[config.mk]
export PLATFORM = sky130hd
export DESIGN_NAME = fnn_layer_sequencer_flat
export DESIGN_NICKNAME = d
export VERILOG_FILES = /design/src/rtl/fnn_layer_sequencer_if.sv /design/src/rtl/fnn_layer_sequencer.sv /design/src/flat_wrapper.sv
export SDC_FILE = /design/constraint.sdc
export NUM_CORES = 1
export LEC_CHECK = 0
export CORE_UTILIZATION = 45
export CTS_CLUSTER_DIAMETER = 150
export CTS_CLUSTER_SIZE = 16
export DETAILED_ROUTE_END_ITERATION = 12
export PLACE_DENSITY = 0.68
export SKIP_CTS_REPAIR_TIMING = 1
export SLEW_MARGIN = 20
export SYNTH_ARGS = -nofsm -noshare
export SYNTH_HDL_FRONTEND = slang
export SYNTH_SLANG_ARGS = --single-unit
[constraint.sdc]
create_clock -name clk -period 4.05 [get_ports clk]
set_input_delay 1.0125 -clock clk [delete_from_list [all_inputs] [get_ports clk]]
set_output_delay 1.0125 -clock clk [all_outputs]
set_load 0.02 [all_outputs]
[src/rtl/fnn_layer_sequencer_if.sv]
// Signal bundle between a layer sequencer, its neuron array and the
// neighbouring layers. The sequencer takes the master side.
interface fnn_layer_sequencer_if #(
  parameter int DATA_WIDTH  = 16,
  parameter int NUM_NEURONS = 30
);
  logic [DATA_WIDTH-1:0]             in_data;
  logic                              in_valid;
  logic                              in_ready;
  logic [DATA_WIDTH-1:0]             neuron_in;
  logic                              neuron_in_valid;
  logic [NUM_NEURONS*DATA_WIDTH-1:0] neuron_out;
  logic [NUM_NEURONS-1:0]            neuron_outvalid;
  logic [DATA_WIDTH-1:0]             out_data;
  logic                              out_valid;
  logic                              out_ready;
  logic                              busy;
  logic                              timeout_err;
  logic                              err_clr;

  modport master (
    input  in_data, in_valid, neuron_out, neuron_outvalid, out_ready, err_clr,
    output in_ready, neuron_in, neuron_in_valid, out_data, out_valid, busy, timeout_err
  );

  modport slave (
    output in_data, in_valid, neuron_out, neuron_outvalid, out_ready, err_clr,
    input  in_ready, neuron_in, neuron_in_valid, out_data, out_valid, busy, timeout_err
  );
endinterface

[src/rtl/fnn_layer_sequencer.sv]
// Buffers one activation vector, bursts it to every neuron of the layer,
// gathers the neuron results and streams them on to the next layer.
module fnn_layer_sequencer #(
  parameter int NUM_INPUTS  = 30,
  parameter int NUM_NEURONS = 30,
  parameter int DATA_WIDTH  = 16,
  parameter int TIMEOUT     = 64
) (
  input logic                   clk,
  input logic                   rst,
  fnn_layer_sequencer_if.master bus
);
  localparam int MAX_LEN = (NUM_INPUTS > NUM_NEURONS) ? NUM_INPUTS : NUM_NEURONS;
  localparam int CW      = $clog2(MAX_LEN + 1);
  localparam int TW      = $clog2(TIMEOUT + 1);
  localparam logic [CW-1:0] LAST_IN  = CW'(NUM_INPUTS - 1);
  localparam logic [CW-1:0] LAST_OUT = CW'(NUM_NEURONS - 1);

  typedef enum logic [2:0] {IDLE, FILL, STREAM, WAIT, DRAIN} state_e;

  state_e                  state_q, state_d;
  logic [CW-1:0]           cnt_q, cnt_d;
  logic [TW-1:0]           tmo_q, tmo_d;
  logic [NUM_NEURONS-1:0]  mask_q, mask_d, capture;
  logic [DATA_WIDTH-1:0]   ibuf [NUM_INPUTS];
  logic [DATA_WIDTH-1:0]   obuf [NUM_NEURONS];

  logic                    in_ready_q, in_ready_d;
  logic                    nin_valid_q, nin_valid_d;
  logic [DATA_WIDTH-1:0]   nin_q, nin_d;
  logic                    out_valid_q, out_valid_d;
  logic [DATA_WIDTH-1:0]   out_data_q, out_data_d;
  logic                    busy_q, busy_d;
  logic                    terr_q, terr_d;

  logic                    accept, out_hs, timed_out;
  logic [CW-1:0]           obuf_idx;

  assign accept = bus.in_valid & in_ready_q;
  assign out_hs = out_valid_q & bus.out_ready;

  // NOTE: every signal written in a combinational block gets a default first,
  // so no path can leave it unassigned and infer a latch.
  always_comb begin
    state_d   = state_q;
    cnt_d     = cnt_q;
    tmo_d     = '0;
    mask_d    = '0;
    capture   = '0;
    timed_out = 1'b0;
    unique case (state_q)
      IDLE, FILL: begin
        if (accept) begin
          if (cnt_q == LAST_IN) begin
            state_d = STREAM;
            cnt_d   = '0;
          end else begin
            state_d = FILL;
            cnt_d   = cnt_q + CW'(1);
          end
        end
      end
      STREAM: begin
        if (cnt_q == LAST_IN) begin
          state_d = WAIT;
          cnt_d   = '0;
        end else begin
          cnt_d = cnt_q + CW'(1);
        end
      end
      WAIT: begin
        // Only the first pulse per neuron is captured; repeats are dropped.
        capture = bus.neuron_outvalid & ~mask_q;
        mask_d  = mask_q | bus.neuron_outvalid;
        tmo_d   = tmo_q + TW'(1);
        if (&mask_d) begin
          state_d = DRAIN;
        end else if (tmo_d == TW'(TIMEOUT)) begin
          state_d   = IDLE;
          timed_out = 1'b1;
        end
      end
      DRAIN: begin
        if (out_hs) begin
          if (cnt_q == LAST_OUT) begin
            state_d = IDLE;
            cnt_d   = '0;
          end else begin
            cnt_d = cnt_q + CW'(1);
          end
        end
      end
      default: state_d = IDLE;
    endcase
  end

  // Registered outputs are computed one cycle ahead; the drain word is
  // prefetched from the index that will be current after this edge.
  always_comb begin
    in_ready_d  = (state_d == IDLE) || (state_d == FILL);
    busy_d      = (state_d != IDLE);
    nin_valid_d = (state_q == STREAM);
    nin_d       = '0;
    out_valid_d = (state_q == DRAIN) && !(out_hs && (cnt_q == LAST_OUT));
    out_data_d  = out_data_q;
    obuf_idx    = out_hs ? cnt_q + CW'(1) : cnt_q;
    for (int k = 0; k < NUM_INPUTS; k++) begin
      if (nin_valid_d && (CW'(k) == cnt_q)) nin_d = ibuf[k];
    end
    for (int n = 0; n < NUM_NEURONS; n++) begin
      if (out_valid_d && (CW'(n) == obuf_idx)) out_data_d = obuf[n];
    end
    terr_d = timed_out | (terr_q & ~bus.err_clr);
  end

  // NOTE: sequential state uses non-blocking assignments so every register
  // samples the pre-edge values regardless of statement order.
  always_ff @(posedge clk) begin
    if (rst) begin
      state_q     <= IDLE;
      cnt_q       <= '0;
      tmo_q       <= '0;
      mask_q      <= '0;
      in_ready_q  <= 1'b0;
      nin_valid_q <= 1'b0;
      nin_q       <= '0;
      out_valid_q <= 1'b0;
      out_data_q  <= '0;
      busy_q      <= 1'b0;
      terr_q      <= 1'b0;
    end else begin
      state_q     <= state_d;
      cnt_q       <= cnt_d;
      tmo_q       <= tmo_d;
      mask_q      <= mask_d;
      in_ready_q  <= in_ready_d;
      nin_valid_q <= nin_valid_d;
      nin_q       <= nin_d;
      out_valid_q <= out_valid_d;
      out_data_q  <= out_data_d;
      busy_q      <= busy_d;
      terr_q      <= terr_d;
    end
  end

  // NOTE: the buffers are not reset; each word is written before it is read,
  // and leaving reset off lets them map onto plain storage.
  always_ff @(posedge clk) begin
    for (int k = 0; k < NUM_INPUTS; k++) begin
      if (accept && (CW'(k) == cnt_q)) ibuf[k] <= bus.in_data;
    end
    for (int n = 0; n < NUM_NEURONS; n++) begin
      if (capture[n]) obuf[n] <= bus.neuron_out[n*DATA_WIDTH +: DATA_WIDTH];
    end
  end

  assign bus.in_ready        = in_ready_q;
  assign bus.neuron_in       = nin_q;
  assign bus.neuron_in_valid = nin_valid_q;
  assign bus.out_data        = out_data_q;
  assign bus.out_valid       = out_valid_q;
  assign bus.busy            = busy_q;
  assign bus.timeout_err     = terr_q;
endmodule

[src/flat_wrapper.sv]
// flat-port wrapper written by rule: the top's interface ports become plain ports
module fnn_layer_sequencer_flat 
#(
  parameter int NUM_INPUTS  = 30,
  parameter int NUM_NEURONS = 30,
  parameter int DATA_WIDTH  = 16,
  parameter int TIMEOUT     = 64
)
  (clk, rst, bus_in_data, bus_in_valid, bus_neuron_out, bus_neuron_outvalid, bus_out_ready, bus_err_clr, bus_in_ready, bus_neuron_in, bus_neuron_in_valid, bus_out_data, bus_out_valid, bus_busy, bus_timeout_err);
  fnn_layer_sequencer_if #(.DATA_WIDTH(DATA_WIDTH), .NUM_NEURONS(NUM_NEURONS)) bus_i ();
  input logic clk;
  input logic rst;
  input wire logic [$bits(bus_i.in_data)-1:0] bus_in_data;
  input wire logic [$bits(bus_i.in_valid)-1:0] bus_in_valid;
  input wire logic [$bits(bus_i.neuron_out)-1:0] bus_neuron_out;
  input wire logic [$bits(bus_i.neuron_outvalid)-1:0] bus_neuron_outvalid;
  input wire logic [$bits(bus_i.out_ready)-1:0] bus_out_ready;
  input wire logic [$bits(bus_i.err_clr)-1:0] bus_err_clr;
  output wire logic [$bits(bus_i.in_ready)-1:0] bus_in_ready;
  output wire logic [$bits(bus_i.neuron_in)-1:0] bus_neuron_in;
  output wire logic [$bits(bus_i.neuron_in_valid)-1:0] bus_neuron_in_valid;
  output wire logic [$bits(bus_i.out_data)-1:0] bus_out_data;
  output wire logic [$bits(bus_i.out_valid)-1:0] bus_out_valid;
  output wire logic [$bits(bus_i.busy)-1:0] bus_busy;
  output wire logic [$bits(bus_i.timeout_err)-1:0] bus_timeout_err;
  assign bus_i.in_data = bus_in_data;
  assign bus_i.in_valid = bus_in_valid;
  assign bus_i.neuron_out = bus_neuron_out;
  assign bus_i.neuron_outvalid = bus_neuron_outvalid;
  assign bus_i.out_ready = bus_out_ready;
  assign bus_i.err_clr = bus_err_clr;
  assign bus_in_ready = bus_i.in_ready;
  assign bus_neuron_in = bus_i.neuron_in;
  assign bus_neuron_in_valid = bus_i.neuron_in_valid;
  assign bus_out_data = bus_i.out_data;
  assign bus_out_valid = bus_i.out_valid;
  assign bus_busy = bus_i.busy;
  assign bus_timeout_err = bus_i.timeout_err;
  fnn_layer_sequencer #(.NUM_INPUTS(NUM_INPUTS), .NUM_NEURONS(NUM_NEURONS), .DATA_WIDTH(DATA_WIDTH), .TIMEOUT(TIMEOUT)) u_core (.clk(clk), .rst(rst), .bus(bus_i));
endmodule
==> results.toml, run 1 <==
[timing]
hold_viol = 0
relSlewSlack_pct = 27.61
setup_violations = 0
fin_worst_skew_ns = 0.03146
worst_slew_pin_slew_ns = 1.082
worst_slack_ns = 0.2497
fin_crit_sh_pct = 93.83
maxSlewViolCount = 0
fin_crit_ns = 3.800
fin_setup_tns_ns = 0
rsz0062_at_grt = "no"
fmax_mhz = 263.1
whs_ns = 0.4624

[route]
drt-total-wl_mm = 171.3
firstDrtPassIters = 6
drtIter0Drc = 5391
detail-route-antenna-nets = 0
drcViolationCount = 0
via_per_inst = 6.350
vias = 34140
detail_route.wl_per_cell_um = 31.86

[place]
routabilityCongestion = 1.007
portBuffers = 567
dp_hpwl_mm = 130.2
pre_cts_slack_ns = -0.7955

[worst_setup_path]
required_ns = 4.64
end_kind = "flip-flop"
criticalPathCategory = "flip-flop to flip-flop"
cp_data_arrival_time_ns = 4.39
cp-start-kind = "flip-flop"
crit_fanout = 29

[outcome]
status = "complete, no violations"

[synth]
synth_area_um2 = 42730
synth_top_area_share_pct = 67.47
synth_area_leader_cell = "edfxtp_1"
synth.distinct_cells = 97
netlist_instances = 3151
synth_ff_type = "edfxtp_1"
synth_edf_count = 960
syn_area_per_cell_um2 = 13.56
ys_ff_latch = 1042
ys_seq_area_share_pct = 71.31
yosysWarningCount = 0
synthArstFlopShare_pct = 0
synth_nets = 3688
synth.area.top_cells = "edfxtp_1, dfxtp_1, nor2_1"

[global_routing]
antenna_found_initial = 5
grt-ovfl-total = 0
grt_first_pass_wirelength_mm = 238.3
track_usage_pct = 35.19
grt_max_degree = 38
grt_pass1_vias = 33360

[power_and_ir_drop]
comb_power_share_pct = 5.6
switching_share_pct = 21.20
p_per_area_nw_per_um2 = 366.1
seqPwrFrac_pct = 58.0
total_power_mw = 20.24
power.share.clock_pct = 36.4
p_switching_mw = 4.291
intPower_mw = 15.95
leakagePower_nw = 18.14
vdd_drop_max_v = 0.0003879

[die]
die_h_um = 310.1
initial_core_util_pct = 45.57
core_region_area_um2 = 93750
die_width_um = 310.1
boundaryPins = 568
dieArea_um2 = 96180
rows = 112

[run]
maxCapViolCount = 0

[clocking]
clockRootBuffer = "clkbuf_16"
cts.htree.levels = 3
path_clk_slew_ns = 0.09
clock_latency_ns = 0.67
cts_tree = "yes"
numCtsBuffers = 75
clock-sinks = 1042
clockBufferDepth = 3

[layout]
fill_cells = 7473
layout_common_cells = "edfxtp_1, clkdlybuf4s50_1, buf_4"
syn_to_final_growth_pct = 29.40
drive_above_1_share_pct = 15.24
fin_nets = 4595
mostFrequentLayoutCell = "edfxtp_1"
final_util_pct = 58.97

[hold_path]
hold_class = "flip-flop to flip-flop"
## per-layer routing
metal	wire (µm)	part of all wire (%)	global-route usage, %
met5	26	0.015	0
met4	10180	5.9	17.89
met3	16920	9.9	5.462
met2	82920	48	58.87
met1	61210	36	44.44
## Yosys cell counts (all sizes together), types with 7 or more instances
master,n
a2bb2oi,7
a2111oi,10
a31oi,20
o21ai,188
o31a,9
nor3,71
a22o,27
and3,8
nor4,22
o2111ai,8
nor2,335
inv,18
a211o,9
and2,13
and4,9
o21a,14
nand3b,10
a21oi,217
dfxtp,82
clkbuf,105
nand3,95
nand4,13
a21o,7
nand2,200
o22a,8
nand2b,7
a222oi,9
mux2,13
nor2b,9
mux2i,7
o221ai,84
a22oi,73
or3,8
a211oi,35
o211ai,39
o22ai,113
edfxtp,960
a221o,14
buf,71
a221oi,67
nor3b,37
## worst paths after layout
| kind | start | endpoint | slack (ns) | cells after the start |
|---|---|---|---|---|
| setup / recovery | u_core.cnt_q[0] | u_core.bus.out_data[9] | 0.25 | 13 |
| hold / removal | u_core.tmo_q[0] | u_core.tmo_q[0] | 0.46 | 1 |
| setup reg to reg | u_core.cnt_q[0] | u_core.bus.out_data[9] | 0.25 | 13 |
| hold reg to reg | u_core.tmo_q[0] | u_core.tmo_q[0] | 0.46 | 1 |
## critical path: stages, from the launching register on
cell and delay (ns):
dfxtp_2 0.42, inv_1 0.16, ha_1 0.45, buf_4 0.25
nand2_1 0.10, o22a_1 0.32, nor2_2 0.20, buf_12 0.22
a22o_1 0.21, a21oi_1 0.10, a41oi_1 0.44, o211ai_1 0.40
a211o_1 0.36, nand2_1 0.06
## stage by stage
step                      std cells  instance area, µm²
after floorplan                3151               42730
after global placement         5235               53040
after detailed placement       5235               53040
after CTS                      5374               55260
after global routing           5375               55280
final                          5376               55290
## layout make-up
class,instances,area (µm²),share of cell area [%]
Clock inverter,5,80.08,0.1448
Inverter,20,75.07,0.1358
Clock buffer,134,2141,3.872
Sequential cell,1042,30470,55.12
Timing Repair Buffer,1006,9309,16.84
Multi-Input combinational cell,1913,11630,21.05
Tap cell,1254,1569,2.838
Antenna cell,2,5.005,0.009053
## sequential cells by signal (all words and copies together), names as in the netlist
name	flops
u_core.state_q	3
u_core.obuf	480
u_core.ibuf	480
u_core.mask_q	30
u_core.bus.neuron_in	16
u_core.tmo_q	7
u_core.bus.out_valid	1
u_core.bus.in_ready	1
u_core.bus.neuron_in_valid	1
u_core.bus.out_data	16
u_core.cnt_q	5
u_core.bus.timeout_err	1
u_core.bus.busy	1
## cells by family (layout without fill, tap and decap cells)
| group | count (synthesis) | in the layout | synth area share (%) |
|---|---|---|---|
| adders and majority gates | 6 | 6 | 0.1757 |
| and+or+nand+nor | 858 | 858 | 9.488 |
| AOI/OAI and AO/OA | 1025 | 1025 | 16.46 |
| DFF | 1042 | 1042 | 71.31 |
| muxes | 20 | 20 | 0.5066 |
| buffers and inverters | 196 | 1165 | 1.974 |
| xor gates and xnor gates | 4 | 4 | 0.08201 |
| other | 0 | 2 | 0 |
## power by group through the flow
stage / clock network [mW] / logic (mW) / registers, mW
5_1_grt: 7.74 / 1.15 / 11.7
3_5_place_dp: 0 / 1.10 / 12.0
4_1_cts: 7.40 / 1.11 / 11.7
6_report: 7.38 / 1.12 / 11.7
2_1_floorplan: 0 / 0.208 / 12.0
3_3_place_gp: 0 / 1.09 / 12.0
(Power assumes the default switching activity.)
==> run 2, diff against run 1 <==
PLACE_DENSITY = 0.67   (was 0.68)
clock period = 4.3 ns   (was 4.05 ns; I/O delays follow)
==> run 2 against run 1 <==
Net effect:
- largest power group unchanged
- via count fell by 0.38%
- register-to-register slack got worse by 0.07 ns
- routed wire length increased by 0.27%
- critical path type unchanged
- critical endpoint is now u_core.bus.out_data[14]
- largest cell class unchanged
- highest routed layer unchanged
==> results.toml, run 2 (same netlist as run 1, synthesis figures left out) <==
[global_routing]
track_usage_pct = 35.19
grt_first_pass_wirelength_mm = 238.1
antenna_found_initial = 4
grt-ovfl-total = 0
grt_pass1_vias = 32880
grt_max_degree = 37

[layout]
fin_nets = 4514
drive_above_1_share_pct = 13.52
final_util_pct = 58.18
mostFrequentLayoutCell = "edfxtp_1"
layout_common_cells = "edfxtp_1, clkdlybuf4s50_1, buf_4"
fill_cells = 7504
reg_top3 = "u_core.ibuf: 480 flops, u_core.obuf: 480 flops, u_core.mask_q: 30 flops"
syn_to_final_growth_pct = 27.66

[run]
maxCapViolCount = 0

[timing]
fin_crit_sh_pct = 95.93
worst_slew_pin_slew_ns = 1.148
setup_violations = 0
fin_worst_skew_ns = 0.03390
whs_ns = 0.4565
fmax_mhz = 242.4
maxSlewViolCount = 0
fin_crit_ns = 4.125
relSlewSlack_pct = 23.44
hold_viol = 0
rsz0062_at_grt = "no"

[die]
core_region_area_um2 = 93750
die_h_um = 310.1
dieArea_um2 = 96180
rows = 112
die_width_um = 310.1
boundaryPins = 568
initial_core_util_pct = 45.57

[worst_setup_path]
cp-start-kind = "flip-flop"
end_kind = "flip-flop"
path_cells = "inv_1 > ha_1 > buf_4 > nand3_1 > o2bb2ai_2 > buf_4 > nand2_1 > a211o_1 > a32oi_1 > o21ai_0 > buf_4 > a211oi_1 > buf_4 > o21ai_1 > a211oi_1"
crit_fanout = 9
required_ns = 4.90
cp_data_arrival_time_ns = 4.73
criticalPathCategory = "flip-flop to flip-flop"
cpPeakStageDelay_ns = 0.54
path_common_cell = "buf_4"
crit_slowest_cell = "o2bb2ai_2"

[clocking]
clock-sinks = 1042
cts.htree.levels = 3
cts_tree = "yes"
clock_latency_ns = 0.68
numCtsBuffers = 75
clockRootBuffer = "clkbuf_16"
path_clk_slew_ns = 0.10
clockBufferDepth = 3

[place]
routabilityCongestion = 1.010
portBuffers = 567
dp_hpwl_mm = 130.2

[outcome]
status = "complete, no violations"

[route]
drtIter0Drc = 5241
firstDrtPassIters = 6
via_per_inst = 6.429
vias = 34010
drt-total-wl_mm = 171.7
drcViolationCount = 0
detail_route.wl_per_cell_um = 32.46
detail-route-antenna-nets = 0

[power_and_ir_drop]
p_per_area_nw_per_um2 = 349.3
leakagePower_nw = 17.72
vdd_drop_max_v = 0.0002766

[hold_path]
hold_class = "flip-flop to flip-flop"
==> run 2: changes by cell type in the layout (fill, tap and decap cells not counted), sizes merged <==
cell	change
buf	-80
clkbuf	-10
diode	+2
clkinv	+1
inv	+1
==> run 2: through the flow <==
stage	total power, mW	worst slack, ns	instances	instance area, µm²	setup TNS (ns)
6_report	19.05	0.1752	5290	54550	0
5_1_grt	19.40	0.01531	5289	54540	0
4_1_cts	19.03	0.1643	5286	54530	0
3_5_place_dp	12.32	-0.5336	5154	52310	-4.801
3_3_place_gp	12.31	-0.4858	5154	52310	-4.250
2_1_floorplan	11.49	0.7461	3151	42730	0
==> run 2: cell type report <==
cell class / count / area (µm²) / area share (%)
timing repair buffer: 925 / 8576 / 15.72
clock buffer: 125 / 2086 / 3.824
tap: 1254 / 1569 / 2.876
clock inverter: 7 / 127.6 / 0.2340
sequential: 1042 / 30470 / 55.86
inverter: 20 / 75.07 / 0.1376
multi-input combinational: 1913 / 11630 / 21.33
antenna: 4 / 10.01 / 0.01835
==> run 2: metal layers <==
metal / vias up / wire length, µm / GRT usage, %
met5: - / 17 / 0
met4: 2 / 10480 / 18.58
met1: 16750 / 61560 / 44.48
li1: 14270 / - / -
met2: 2544 / 82590 / 58.32
met3: 441 / 17070 / 5.694
==> run 2: report_power, final <==
| group | leakage, nW | switching [mW] | internal, mW |
|---|---|---|---|
| combinational | 7.37 | 0.495 | 0.551 |
| clock | 1.05 | 3.58 | 3.37 |
| sequential | 9.29 | 0.00907 | 11.1 |
| total | 17.7 | 4.08 | 15.0 |
==> run 2: worst paths after layout <==
path,from,end,slack (ns),cells after the start
setup reg to reg,u_core.cnt_q[0],u_core.bus.out_data[14],0.18,15
hold / removal,u_core.tmo_q[0],u_core.tmo_q[0],0.46,1
setup / recovery,u_core.cnt_q[0],u_core.bus.out_data[14],0.18,15
hold reg to reg,u_core.tmo_q[0],u_core.tmo_q[0],0.46,1
==> run 2: critical path: cells and delay by family, from the launching register on <==
family                     cells  cell delay (ns)
adders and majority gates      1             0.48
DFF                            1             0.38
AOI/OAI and AO/OA              7             1.90
buffers and inverters          5             1.03
and+or+nand+nor                2             0.27
